===== config.mk =====
export PLATFORM = sky130hd
export DESIGN_NAME = button_mode_selector
export DESIGN_NICKNAME = d
export VERILOG_FILES = /design/src/rtl/button_mode_selector.sv
export SDC_FILE = /design/constraint.sdc
export NUM_CORES = 1
export LEC_CHECK = 0
export BUFFER_PORTS_ARGS = -buffer_cell sky130_fd_sc_hd__buf_2
export CAP_MARGIN = 30
export CORE_MARGIN = 3
export CORE_UTILIZATION = 55
export DETAILED_ROUTE_END_ITERATION = 8
export GPL_TIMING_DRIVEN = 0
export PLACE_DENSITY_LB_ADDON = 0.05
export SLEW_MARGIN = 5
export SYNTH_ARGS = -nofsm -noshare
export SYNTH_HDL_FRONTEND = slang
export SYNTH_SLANG_ARGS = --single-unit

===== constraint.sdc =====
create_clock -name clk -period 2.7 [get_ports clk]
set_clock_uncertainty 0.05 [all_clocks]
set_input_delay 0.54 -clock clk [delete_from_list [all_inputs] [get_ports clk]]
set_output_delay 0.54 -clock clk [all_outputs]
set_load 0.005 [all_outputs]

===== src/rtl/button_mode_selector.sv =====
// Three-button mode selector: each raw button is synchronized and debounced,
// a debounced press yields a one-cycle pulse, and the pulses drive a latched
// one-hot mode register with toggle-off and simultaneous-press detection.
module button_mode_selector #(
  parameter int unsigned DB_CYCLES = 500000,
  parameter int unsigned CNT_W     = 20
) (
  input  logic       clk,
  input  logic       reset,
  input  logic [2:0] btn_raw,
  output logic [2:0] btn_pulse,
  output logic [2:0] mode,
  output logic       mode_valid,
  output logic       conflict
);

  typedef enum logic [1:0] {
    S_LOW  = 2'd0,
    W_HIGH = 2'd1,
    S_HIGH = 2'd2,
    W_LOW  = 2'd3
  } db_state_e;

  localparam logic [CNT_W-1:0] CntLast = CNT_W'(DB_CYCLES - 1);

  logic [2:0]       r_sync1;
  logic [2:0]       r_sync2;
  db_state_e        r_state [3];
  logic [CNT_W-1:0] r_cnt   [3];
  logic [2:0]       r_rise;
  logic [2:0]       r_btn_pulse;
  logic [2:0]       r_mode;
  logic             r_mode_valid;
  logic             r_conflict;

  logic [2:0]       w_s;
  logic [2:0]       w_pulse_m1;
  logic             w_multi;
  logic             w_single;

  assign w_s = r_sync2;

  // Two or more pulse bits set: p & (p - 1) clears the lowest set bit.
  assign w_pulse_m1 = r_btn_pulse - 3'd1;
  assign w_multi    = |(r_btn_pulse & w_pulse_m1);
  assign w_single   = (r_btn_pulse != 3'b000) && !w_multi;

  // Two-flop synchronizer per button; btn_raw is asynchronous to clk.
  always_ff @(posedge clk or posedge reset) begin
    if (reset) begin
      r_sync1 <= 3'b000;
      r_sync2 <= 3'b000;
    end else begin
      r_sync1 <= btn_raw;
      r_sync2 <= r_sync1;
    end
  end

  // Per-button debounce FSM; r_rise flags the edge that accepts a press.
  always_ff @(posedge clk or posedge reset) begin
    if (reset) begin
      for (int k = 0; k < 3; k++) begin
        r_state[k] <= S_LOW;
        r_cnt[k]   <= '0;
      end
      r_rise <= 3'b000;
    end else begin
      for (int k = 0; k < 3; k++) begin
        r_rise[k] <= 1'b0;
        case (r_state[k])
          S_LOW: begin
            r_cnt[k] <= '0;
            if (w_s[k]) r_state[k] <= W_HIGH;
          end
          W_HIGH: begin
            if (!w_s[k]) begin
              r_state[k] <= S_LOW;
              r_cnt[k]   <= '0;
            end else if (r_cnt[k] == CntLast) begin
              r_state[k] <= S_HIGH;
              r_cnt[k]   <= '0;
              r_rise[k]  <= 1'b1;
            end else begin
              r_cnt[k] <= r_cnt[k] + 1'b1;
            end
          end
          S_HIGH: begin
            r_cnt[k] <= '0;
            if (!w_s[k]) r_state[k] <= W_LOW;
          end
          W_LOW: begin
            if (w_s[k]) begin
              r_state[k] <= S_HIGH;
              r_cnt[k]   <= '0;
            end else if (r_cnt[k] == CntLast) begin
              // Release accepted silently; no pulse on entry to S_LOW.
              r_state[k] <= S_LOW;
              r_cnt[k]   <= '0;
            end else begin
              r_cnt[k] <= r_cnt[k] + 1'b1;
            end
          end
          default: begin
            r_state[k] <= S_LOW;
            r_cnt[k]   <= '0;
          end
        endcase
      end
    end
  end

  // Registered one-cycle press pulse, one edge after the press is accepted.
  always_ff @(posedge clk or posedge reset) begin
    if (reset) begin
      r_btn_pulse <= 3'b000;
    end else begin
      r_btn_pulse <= r_rise;
    end
  end

  // Mode register: single press selects or toggles off; multi-press holds mode.
  always_ff @(posedge clk or posedge reset) begin
    if (reset) begin
      r_mode       <= 3'b000;
      r_mode_valid <= 1'b0;
      r_conflict   <= 1'b0;
    end else begin
      r_conflict <= 1'b0;
      if (w_multi) begin
        r_conflict <= 1'b1;
      end else if (w_single) begin
        if (r_mode == r_btn_pulse) begin
          r_mode       <= 3'b000;
          r_mode_valid <= 1'b0;
        end else begin
          r_mode       <= r_btn_pulse;
          r_mode_valid <= 1'b1;
        end
      end
    end
  end

  assign btn_pulse  = r_btn_pulse;
  assign mode       = r_mode;
  assign mode_valid = r_mode_valid;
  assign conflict   = r_conflict;

endmodule


[After elaboration in Yosys (flattened, before gate mapping)]
Index checks and enable logic that the tools add are counted.
Word-level totals
  register bits: 83
  bits in latches: 0
  memory bits (writable): 0
  memory bits (read-only): 0
  output and inout bits: 8
  word-level logic and storage cells: 103
  memories: 0
Cells by class
  add/sub/neg operators: 4
  $mul: 0
  div/mod/pow operators: 0
  order comparisons: 0
  equality and inequality tests: 25
  shift-type cells: 0
  muxes and demuxes: 45
  bitwise operators: 2
  reductions and logical operators: 14
Operators with widths (count)
  20-bit two-way mux: 9
  20-bit one-hot mux with 3 select lines: 3
  20-bit by 1-bit adder with 20-bit output (second input constant): 3
  20-bit by 19-bit equality test with 1-bit output (second input constant): 3
  2-bit two-way mux: 18
  2-bit one-hot mux with 4 select lines: 3
  3-bit inequality test (second input constant): 6
  2-bit equality test (second input constant): 6
  2-bit inequality test (second input constant): 6
  4-bit AND reduction: 3
  1-bit two-way mux: 11
  2-bit by 1-bit equality test with 1-bit output (second input constant): 3
  2-bit logical NOT: 3
  2-bit OR reduction: 3
  3-bit bitwise AND: 1
  3-bit equality test: 1
  3-bit two-way mux: 1
  3-bit nonzero test: 1
  3-bit OR reduction: 1
  3-bit by 1-bit subtractor with 3-bit output (second input constant): 1
  2-bit AND reduction: 1
  1-bit logical AND: 1
  1-bit logical NOT: 1
  1-bit NOT: 1

[Logic depth before layout (Yosys ltp)]
  depth after elaboration: 6
  depth in mapped cells: 8

[Worst setup path after synthesis]
OpenSTA, ideal clock, no wires.
  path type: reg2reg
  start: register r_cnt[20] (netlist name)
  end: register r_cnt[36] (netlist name)
  data arrival time: 1754 ps
  data required time: 2573 ps
  setup slack: 818 ps
  cell stages (with the launch flop): 6
  path buffers: 0
  period minus slack after synthesis: 1882 ps
  cell sequence: dfrtp_1 -> ha_1 -> nand4_2 -> or4_1 -> or3_1 -> a21oi_1
Between the ends
  word-level cells in the longest chain between the ends: 4
  elaborated cells on any way between the ends: 6
Ends and longest elaborated chain
  from (decl): line 29  | logic [CNT_W-1:0] r_cnt [3];
  from (signal, indexed assignment): line 84  | r_cnt[k] <= r_cnt[k] + 1'b1;
  from (signal, indexed assignment): line 100  | r_cnt[k] <= r_cnt[k] + 1'b1;
  20-bit by 1-bit adder with 20-bit output or 20-bit by 19-bit equality test with 1-bit output (tied branches)
  20-bit two-way mux (*): line 79, 95
  20-bit two-way mux (on tied branches): line 92, 76
  20-bit one-hot mux with 3 select lines (*): line 70  | case (r_state[k])
Mark *: on every way between the ends. The rest lies on a longest branch, timed or not.
A chain may end at the register's enable or synchronous reset.

[Final worst setup path]
  start: register r_cnt[40] (netlist name)
  end: register r_cnt[49] (netlist name)
Same word-level chain as after synthesis.

==> results.cfg <==
[power]
power_w = 0.002299
p_leak_nw = 1.805
power_density_nw_per_um2 = 526.4
ir_drop_mv = 0.3440

[clock_tree]
path_clk_slew_ns = 0.08
cts_setup_buffers = 0
ctsResizeCount = 0
cts_tree = done
clock_latency_ns = 0.35
cts_hold_buffers = 0
h-tree-depth = 3
clk_path_buf_depth = 2
cts.sinks = 83
root_buffer = clkbuf_8
cts_buffers = 9

[run_status]
status = finished, final reports clean

[detailed_routing]
wl_per_cell_um = 14.03
drtIter0Drc = 94
ant_nets = 0
viasPerCell = 5.630
vias = 2905
drc_errors = 0
wirelength_um = 7238
dr.pass1.iters = 4

[final_layout]
fin_cells = 516
fillerInstances = 587
drive_above_1_share_pct = 12.14
finalNetCount = 424
final_util_pct = 63.59
syn_to_final_growth_pct = 11.18
antenna_cells = 0

[global_routing]
grt_usage_pct = 19.28
grt_max_degree = 34
grt_overflow = 0
grt_pass1_vias = 2868
antenna_found_initial = 0
grt_pass1_wl_um = 12900

[critical_path]
reg2reg_from = r_cnt[40]
cp.required_ns = 2.89
r2r-end = r_cnt[49]
path_class = flip-flop to flip-flop
ff2ff_path_depth = 8
cp-end-kind = flip-flop
start_kind = flip-flop
regToRegSetupSlack_ns = 0.48
arrival_ns = 2.40
worstPathMaxFanout = 10

[logic_synthesis]
async_reset_ff_share_pct = 100.0
synth_top_area_share_pct = 52.87
ys_top_cells_by_area = dfrtp_1 53%, xor2_1 5.6%, nor2_1 5.0%
synth_most_common_cell = dfrtp_1
netlist.top_cell.by_area = dfrtp_1
ys_seq_area_share_pct = 52.87
ys.flop_type = dfrtp_1
synth_edf_count = 0
synth_cells = 391
ys_types = 39
ys_seq_elements = 83
netlist_area_um2 = 3929
syn_nets = 399
synth_common_cells = 83 x dfrtp_1, 52 x nor2_1, 27 x nand2_1, 25 x xor2_1
yosysWarnings = 0
avgSynthCellArea_um2 = 10.05

[sta]
fmax_mhz = 451.4
setup_viol = 0
tns_ns = 0
period_share_pct = 82.04
rsz0062_at_grt = no
hold_violations = 0
tightest_slew_ns = 0.5386
relSlewSlack_pct = 64.02
maxSlewViolCount = 0
layout_min_cycle_time_ns = 2.215

[floorplan]
die_y_um = 90.52
die-width_um = 90.52
core-area_um2 = 6869
initial_core_util_pct = 57.19
io_pins = 13
die_area_um2 = 8193
rows = 30

[placed_design]
dpl.hpwl_um = 4978
dp_cells = 501
port-buffer-count = 12
gp_congestion = 0.8057

[hold_path]
holdCritPathClass = input port to async pin

[flow_run]
maxCapViolations = 0
==> how the worst max path moves through the flow <==
stage,from,endpoint
after floorplan,r_cnt[20],r_cnt[36]
after global placement,r_cnt[40],r_cnt[50]
after detailed placement,r_cnt[40],r_cnt[49]
after CTS,r_cnt[40],r_cnt[54]
after global routing,r_cnt[40],r_cnt[54]
final,r_cnt[40],r_cnt[49]
==> layout by cell type, fill, tap and decap left out, drive strengths merged, types with 4 or more instances in the layout <==
master	synthesis	routed
nand3	18	18
buf	8	22
xnor2	15	15
o31ai	9	9
nor4	5	5
and2	5	5
and4	8	8
or3	9	9
or4	11	11
a21oi	20	20
nand2	27	27
dfrtp	83	83
nor3b	5	5
clkbuf	8	18
nor3	7	7
inv	10	9
o21ai	13	13
nor2	52	52
xor2	25	25
nand4	21	21
nor2b	5	5
and3	4	4
==> kinds of logic after synthesis <==
family                   count (synthesis)  synth area share, %
AND/OR/NAND/NOR                        185                25.67
flip-flops                              83                52.87
AO/OA/AOI/OAI                           51                7.994
XOR/XNOR                                40                8.917
buffers and inverters                   26                2.739
multiplexers                             3               0.8598
adder cells (fa/ha/maj)                  3               0.9555
==> registers in the layout, indices dropped and copies added (netlist names), named ones only <==
signal      count
r_cnt          60
conflict        1
r_sync1         3
r_rise          3
mode            3
r_state         3
mode_valid      1
btn_pulse       3
r_sync2         3
==> power by group <==
group          switching [W]  internal (W)
logic              0.0000460     0.0000194
registers         0.00000888       0.00125
clock network       0.000435      0.000538
==> area by class of cell <==
type                            instances  area [um2]  area share (%)
Multi-Input combinational cell        282        1744           39.93
Timing Repair Buffer                   14       100.1           2.292
Clock buffer                           10       137.6           3.151
Buffer                                 16       70.07           1.604
Clock inverter                          5       77.57           1.776
Tap cell                               96       120.1           2.750
Inverter                               10       41.29          0.9453
Sequential cell                        83        2077           47.55
==> routing by layer <==
metal	wire (um)	global-route usage, %
met4	80	5.740
met1	3440	24.81
met2	3499	31.87
met3	218	5.250
met5	0	0
==> stage by stage <==
step           instance area (um2)  worst slack, ns  hold WS [ns]
4_1_cts                       4368           0.4577        0.1709
5_1_grt                       4368           0.2714        0.2086
6_report                      4368           0.4849        0.1805
3_5_place_dp                  4153           0.4825        0.2855
3_3_place_gp                  4113           0.5426        0.2824
2_1_floorplan                 3933           0.8182        0.2812
==> worst max-delay path, stage by stage (launching register included) <==
cell and delay [ns]:
dfrtp_1 0.42, ha_1 0.22, and4_2 0.24, clkbuf_1 0.21, and4b_1 0.28, a21o_1 0.12
buf_2 0.20, buf_2 0.26, nor2_1 0.08
No activity file was read; power rests on OpenSTA's default activity.
